### config.mk
export PLATFORM = sky130hd
export DESIGN_NAME = jtpopeye_obj_scan
export DESIGN_NICKNAME = d
export VERILOG_FILES = /design/src/rtl/jtpopeye_obj_scan.sv
export SDC_FILE = /design/constraint.sdc
export NUM_CORES = 1
export LEC_CHECK = 0
export CORE_ASPECT_RATIO = 1.2
export CORE_MARGIN = 2
export CORE_UTILIZATION = 62
export DETAILED_ROUTE_END_ITERATION = 12
export HOLD_SLACK_MARGIN = 0.02
export PLACE_DENSITY = 0.8
export SYNTH_ARGS = -nofsm -noshare
export SYNTH_HDL_FRONTEND = slang
export SYNTH_SLANG_ARGS = --single-unit
export TNS_END_PERCENT = 20
### constraint.sdc
create_clock -name clk -period 5.9 [get_ports clk]
set_input_delay 0.59 -clock clk [delete_from_list [all_inputs] [get_ports clk]]
set_output_delay 0.59 -clock clk [all_outputs]
set_load 0.05 [all_outputs]
### src/rtl/jtpopeye_obj_scan.sv
// jtpopeye_obj_scan: per-line object scanner.
// Reads the DMA object buffer once per line and collects the entries that
// intersect the requested line. Hits go into one bank of a double-buffered
// list while the drawer reads the other bank.
// Optional: define JTPOPEYE_OBJ_OVF_EN to get the list overflow flag (ovf_o);
// without it ovf_o is tied low and the drop tracking is left out.
//
// state | meaning
// IDLE  | waiting for line_start, obj_addr parked at 0
// SCAN  | issuing addresses, checking the entry read one cen earlier
// FLUSH | last address issued, checking the final entry
module jtpopeye_obj_scan #(
  parameter int ENTRIES = 256,
  parameter int MAXOBJ  = 16,
  parameter int OBJH    = 16
) (
  input  logic                     clk,
  input  logic                     rst_n,
  input  logic                     cen_i,
  input  logic                     line_start_i,
  input  logic [7:0]               v_i,
  output logic [7:0]               obj_addr_o,
  input  logic [28:0]              obj_data_i,
  input  logic [$clog2(MAXOBJ):0]  rd_idx_i,
  output logic [28:0]              rd_data_o,
  output logic [3:0]               rd_row_o,
  output logic [5:0]               rd_cnt_o,
  output logic                     busy_o,
  output logic                     ovf_o
);

  localparam int AW = $clog2(MAXOBJ);
  localparam int CW = AW + 1;
  localparam logic [7:0]    LAST   = 8'(ENTRIES - 1);
  localparam logic [CW-1:0] FULL   = CW'(MAXOBJ);
  localparam logic [8:0]    OBJH_L = 9'(OBJH);

  typedef enum logic [1:0] {IDLE, SCAN, FLUSH} state_t;

  state_t        state_q, state_d;
  logic [7:0]    addr_q, addr_d;
  logic [7:0]    v_q, v_d;
  logic          chk_q, chk_d;
  logic          bank_q, bank_d;
  logic [CW-1:0] wr_cnt_q, wr_cnt_d;
  logic [CW-1:0] rd_cnt_q, rd_cnt_d;
  logic [28:0]   rd_data_q;
  logic [3:0]    rd_row_q;

  // Two banks of MAXOBJ entries: {entry, row}; bank index is the MSB.
  logic [32:0]   mem_q [2*MAXOBJ];

  logic [7:0]    dy;
  logic          hit;
  logic          full;
  logic          store;
  logic [CW-1:0] wr_cnt_inc;

  // chk_q marks that obj_data_i holds an entry addressed by this scan.
  assign dy         = v_q - obj_data_i[15:8];
  assign hit        = chk_q && ({1'b0, dy} < OBJH_L);
  assign full       = (wr_cnt_q == FULL);
  assign store      = hit && !full;
  assign wr_cnt_inc = wr_cnt_q + {{AW{1'b0}}, store};

  // Next-state logic; a line_start overrides whatever the scan was doing.
  always_comb begin
    state_d  = state_q;
    addr_d   = addr_q;
    v_d      = v_q;
    chk_d    = 1'b0;
    bank_d   = bank_q;
    wr_cnt_d = wr_cnt_inc;
    rd_cnt_d = rd_cnt_q;
    case (state_q)
      IDLE: begin
        addr_d = 8'd0;
      end
      SCAN: begin
        chk_d = 1'b1;
        if (addr_q == LAST) begin
          state_d = FLUSH;
          addr_d  = 8'd0;
        end else begin
          addr_d = addr_q + 8'd1;
        end
      end
      FLUSH: begin
        state_d = IDLE;
      end
      default: begin
        state_d = IDLE;
      end
    endcase
    // Publishing includes a hit found on this same cen, so a line_start
    // landing on the FLUSH cen loses nothing.
    if (line_start_i) begin
      state_d  = SCAN;
      addr_d   = 8'd0;
      chk_d    = 1'b0;
      v_d      = v_i;
      bank_d   = ~bank_q;
      rd_cnt_d = wr_cnt_inc;
      wr_cnt_d = '0;
    end
  end

  // Scan state registers.
  always_ff @(posedge clk or negedge rst_n) begin
    if (!rst_n) begin
      state_q  <= IDLE;
      addr_q   <= 8'd0;
      v_q      <= 8'd0;
      chk_q    <= 1'b0;
      bank_q   <= 1'b0;
      wr_cnt_q <= '0;
      rd_cnt_q <= '0;
    end else if (cen_i) begin
      state_q  <= state_d;
      addr_q   <= addr_d;
      v_q      <= v_d;
      chk_q    <= chk_d;
      bank_q   <= bank_d;
      wr_cnt_q <= wr_cnt_d;
      rd_cnt_q <= rd_cnt_d;
    end
  end

  // Hit write into the current write bank (bank before any toggle).
  always_ff @(posedge clk) begin
    if (cen_i && store) begin
      mem_q[{bank_q, wr_cnt_q[AW-1:0]}] <= {obj_data_i, dy[3:0]};
    end
  end

  // Drawer read port on the display bank; indices past the count read 0.
  always_ff @(posedge clk or negedge rst_n) begin
    if (!rst_n) begin
      rd_data_q <= '0;
      rd_row_q  <= '0;
    end else if (cen_i) begin
      if (rd_idx_i < rd_cnt_q) begin
        {rd_data_q, rd_row_q} <= mem_q[{~bank_q, rd_idx_i[AW-1:0]}];
      end else begin
        rd_data_q <= '0;
        rd_row_q  <= '0;
      end
    end
  end

`ifdef JTPOPEYE_OBJ_OVF_EN
  logic drop;
  logic dropped_q;
  logic ovf_q;

  assign drop = hit && full;

  // Remember any dropped hit; expose it for the published scan.
  always_ff @(posedge clk or negedge rst_n) begin
    if (!rst_n) begin
      dropped_q <= 1'b0;
      ovf_q     <= 1'b0;
    end else if (cen_i) begin
      if (line_start_i) begin
        ovf_q     <= dropped_q | drop;
        dropped_q <= 1'b0;
      end else if (drop) begin
        dropped_q <= 1'b1;
      end
    end
  end

  assign ovf_o = ovf_q;
`else
  assign ovf_o = 1'b0;
`endif

  assign obj_addr_o = addr_q;
  assign busy_o     = (state_q != IDLE);
  assign rd_cnt_o   = 6'(rd_cnt_q);
  assign rd_data_o  = rd_data_q;
  assign rd_row_o   = rd_row_q;

endmodule

# Word-level counts from Yosys, hierarchy flattened
# Memories as Yosys holds them, arrays and structs flattened.
# Index checks and enable logic that the tools add are counted.
dict set report word_totals {
  ramBits 1056
  mem_bits_ro 0
  mem_count 1
  input_bits 46
  latch_bits 0
  output_inout_bits 49
  ff_bits 63
}
# memory words width read_ports rd_ports_with_merged_regs wr line_no
set mem_list {}
lappend mem_list {mem_q 32 33 1 0 1 51} ;# logic [32:0] mem_q [2*MAXOBJ];
dict set report op_classes {
  shifts 0
  order_cmp 2
  eq_ne 5
  multipliers 0
  muxes 13
  reduce_logical 10
  addsub 3
  div_mod_pow 0
  bitwise 1
}
# operator n
set ops {}
lappend ops {{29-bit 2-to-1 mux} 1}
lappend ops {{8-bit 2-to-1 mux} 2}
lappend ops {{8-bit case mux with 2 select lines} 1}
lappend ops {{8-bit by 1-bit adder with 8-bit output, second input constant} 1}
lappend ops {{8-bit == test, second input constant} 1}
lappend ops {{8-bit by 5-bit < comparator with 1-bit output, second input constant} 1}
lappend ops {{8-bit subtractor} 1}
lappend ops {{5-bit by 1-bit adder with 5-bit output} 1}
lappend ops {{5-bit == test, second input constant} 1}
lappend ops {{5-bit < comparator} 1}
lappend ops {{5-bit 2-to-1 mux} 1}
lappend ops {{1-bit 2-to-1 mux} 4}
lappend ops {{2-bit 2-to-1 mux} 2}
lappend ops {{4-bit 2-to-1 mux} 1}
lappend ops {{2-bit case mux with 2 select lines} 1}
lappend ops {{2-bit AND reduction} 2}
lappend ops {{1-bit logical AND} 3}
lappend ops {{3-bit inequality test, second input constant} 1}
lappend ops {{3-bit AND reduction} 1}
lappend ops {{3-bit nonzero test} 1}
lappend ops {{2-bit by 1-bit == test with 1-bit output, second input constant} 1}
lappend ops {{2-bit logical NOT} 1}
lappend ops {{2-bit inequality test, second input constant} 1}
lappend ops {{2-bit nonzero test} 1}
lappend ops {{other kinds (2)} 2}

# Depth between registers and ports, before layout
dict set report logic_depth {
  depth_word 7
  ltp_mapped 16
  ltp_nobuf 15
}

# Worst setup path before layout
# No wires, ideal clock.
dict set report synth_path {
  kind {input to register}
  from {input port obj_data_i[9]}
  to {memory mem_q[10][0], enable pin}
  setup_ns 0.464
  cell_stages 8
  t_arrival_ns 4.507
  path_slack_ns 0.929
  cell_sequence {inv_1 > ha_1 > nor2b_1 > o2111ai_1 > a221o_1 > a2111o_1 > buf_2 > nor3_1}
}
dict set report synth_between {
  elab_chain_cells 7
}
# item line_no
set synth_rtl {}
lappend synth_rtl {{start: declaration} 23} ;# input logic [28:0] obj_data_i,
lappend synth_rtl {{8-bit subtractor} 60} ;# assign dy = v_q - obj_data_i[15:8];
lappend synth_rtl {{8-bit by 5-bit < comparator with 1-bit output} 61} ;# assign hit = chk_q && ({1'b0, dy} < OBJH_L);
lappend synth_rtl {{1-bit logical AND} 61}
lappend synth_rtl {{1-bit logical AND} 63} ;# assign store = hit && !full;
lappend synth_rtl {{1-bit logical AND} 131} ;# if (cen_i && store) begin
lappend synth_rtl {{1-bit 2-to-1 mux} 131}
lappend synth_rtl {{1-bit 2-to-1 mux (implied by the code)} 132} ;# mem_q[{bank_q, wr_cnt_q[AW-1:0]}] <= {obj_data_i, dy[3:0]};
lappend synth_rtl {{end: declaration} 51}
# Every way passes these cells.

# Worst setup path after layout
dict set report layout_path {
  from {input port obj_data_i[9]}
  to {memory mem_q[9][27], enable pin}
}
# Same word-level chain as after synthesis.

==> metrics.yaml <==
drtAntennaViolNets: 0
grt_util_all_layers_pct: 32.4
num_rows: 106
start_util_pct: 62.4
synthesis.area_um2: 43300
synth.most_common_cell: "edfxtp_1"
internal-power_mw: 13.1
via_per_inst: 7.04
postCtsSetupBuffers: 0
cts_sinks: 1119
setup_ws_ns: 1.66
chipWidth_um: 245
synthFlopType: "edfxtp_1"
critical_path_required_ns: 6.19
hpwl_um: 62400
clockRootBuffer: "clkbuf_16"
antenna_found_initial: 3
wire_per_inst_um: 35.2
tightest_slew_ns: 1.36
synth-edff-count: 1056
rsz0062_at_grt: "no"
worstHoldPathType: "primary input to async pin"
vdd.ir_drop.worst_mv: 0.374
ys_ff_latch: 1119
drc: 0
synth_top_area_share_pct: 73.2
finalHoldViolations: 0
period_share_pct: 71.9
clkPwrFrac_pct: 38.3
synth_cell_type_count: 50
synthArstFlopShare_pct: 5.63
seq_power_share_pct: 52.3
fin_crit_ns: 4.24
preCtsSetupSlack_ns: 1.12
drt_first_pass_iters: 8
cts_tree: "built"
grt_pass1_wl_um: 163000
cts_buffers: 102
gr-total-overflow: 0
holdWs_ns: 0.333
ys_top_cells_by_count: "edfxtp_1 (1,056), mux4_2 (262), nand2_1 (68)"
final_cell_area_um2: 49100
yosys.area.top_type: "edfxtp_1"
setup_violations: 0
path_class: "primary input to register"
wirelength_um: 113000
seq_area_frac_synth_pct: 76.9
grt_max_degree: 87
p_sw_mw: 4.05
drt_iter0_drc: 3327
syn_inst: 2025
clk_pin_slew_worst_paths_ns: 0.07
met1_length_um: 37700
dieArea_um2: 72000
wl_met3_um: 13600
drive_gt1_share_pct: 25.2
ios: 95
dr.max_layer_used: "met5"
finalPower_mw: 17.1
cp_max_fo: 33
placed_area_um2: 45800
endpoint_kind: "register"
critPathLaunchType: "primary input"
die_h_um: 293
grt_pass1_vias: 23312
maxCapViolations: 0
maxClockFrequency_mhz: 236
finalSetupTns_ns: 0
synth_area_leaders: "edfxtp_1 (73%), mux4_2 (14%), dfrtp_1 (3.6%), a22oi_1 (1.1%), a221o_1 (0.79%)"
cts-resized-gates: 0
cts.htree.levels: 3
yosys_warnings: 0
max-clock-path-buffers: 3
power_density_nw_per_um2: 349
status: "finished clean"
vias: 22624
p_comb_share_pct: 9.4
fin_nets: 2264
swShare_pct: 23.6
power_leakage_nw: 15.9
wl_met2_um: 56300
avgSynthCellArea_um2: 21.4
drv_slew: 0
area_growth_pct: 13.5
core_region_area_um2: 69400
skew_ns: 0.0274
routabilityCongestion: 0.868
slew_headroom_pct: 9.02
io_buffers: 92
arrival_ns: 4.53
clk_latency_ns: 0.68
cell families after synthesis:
logic type      after synthesis  share of synthesized area (%)
compound gates              215                           3.60
xor+xnor                      8                          0.162
fa+ha+maj                    15                          0.451
buf+inv                     142                           1.62
flops                      1119                           76.9
mux                         303                           14.6
other cells                   1                        0.00866
simple gates                222                           2.68
final timing paths:
check / startpoint / to / cells past startpoint / slack (ns)
worst max-delay path: obj_data_i[9] / mem_q[9][27]$_DFFE_PP_ / 10 / 1.66
worst min-delay path: rst_n / rd_data_o[22]$_DFFE_PN0P_ / 2 / 0.33
worst max register to register: v_q[0]$_DFFE_PN0P_ / mem_q[9][27]$_DFFE_PP_ / 11 / 1.86
worst min register to register: v_q[0]$_DFFE_PN0P_ / v_q[0]$_DFFE_PN0P_ / 1 / 0.51
max in group asynchronous: rst_n / rd_data_o[4]$_DFFE_PN0P_ / 3 / 4.36
min in group clk: v_q[0]$_DFFE_PN0P_ / v_q[0]$_DFFE_PN0P_ / 1 / 0.51
sequential cells by signal, summed over array words and instances (netlist names):
name and count:
mem_q 1056, rd_data_o 29, obj_addr_o 8, v_q 8, rd_cnt_q 5, wr_cnt_q 5
rd_row_o 4, state_q 2, bank_q 1, chk_q 1
repair_timing:
action / CTS / global route
hold endpoints to repair: 8 / 0
hold buffers: 1 / 0
setup endpoints to repair: 0 / 0
area by class of cell:
cell class	instances	area, um^2
Sequential cell	1119	33300
Fill cell	3882	20200
Multi-Input combinational cell	765	9550
Clock buffer	137	2830
Timing Repair Buffer	189	1720
Tap cell	918	1150
Clock inverter	56	484
Inverter	26	97.6
Antenna cell	2	5.00
per-stage QoR:
stage | std cells | utilization [%]
after global routing | 3210 | 70.8
final | 3212 | 70.8
after global placement | 3016 | 66.0
after floorplan | 2026 | -
after CTS | 3210 | 70.8
after detailed placement | 3016 | 66.0
layout by cell type, fill, tap and decap left out, types with 11 or more instances in the layout:
cell type | synthesis | final
nor3_2 | 0 | 32
clkinv_1 | 0 | 12
inv_1 | 26 | 26
o21ai_0 | 18 | 18
buf_4 | 3 | 92
clkdlybuf4s50_1 | 0 | 86
mux4_2 | 262 | 262
clkinv_2 | 0 | 23
nand2_1 | 68 | 68
clkbuf_1 | 58 | 21
and2_1 | 26 | 25
clkbuf_8 | 0 | 11
nor2b_1 | 46 | 44
clkbuf_16 | 0 | 104
ha_1 | 14 | 14
a21oi_1 | 32 | 32
a211oi_1 | 33 | 33
a221o_1 | 34 | 34
mux2i_1 | 31 | 31
edfxtp_1 | 1056 | 1056
a22oi_1 | 66 | 66
dfrtp_1 | 63 | 63
per-layer routing:
layer	up-vias	track usage, %
met2	1728	52.8
li1	8822	-
met4	2	14.9
met5	-	0
met3	319	6.63
met1	11753	42.5
worst max-delay path, stage by stage:
cell	delay (ns)
clkdlybuf4s50_1	0.69
inv_1	0.15
ha_1	0.30
nor2b_1	0.16
o2111ai_1	0.16
a221o_1	0.39
a2111o_1	0.86
buf_4	0.38
nor3_2	0.19
buf_4	0.60
power groups by stage:
stage	registers, mW	clock network (mW)	logic, mW
floorplan	9.35	0	0.650
global placement	9.12	0	1.53
detailed placement	9.12	0	1.57
global route	8.96	6.89	1.67
finish	8.96	6.57	1.60
CTS	8.96	6.61	1.58
Note: power is estimated with default switching activity, not from simulation.
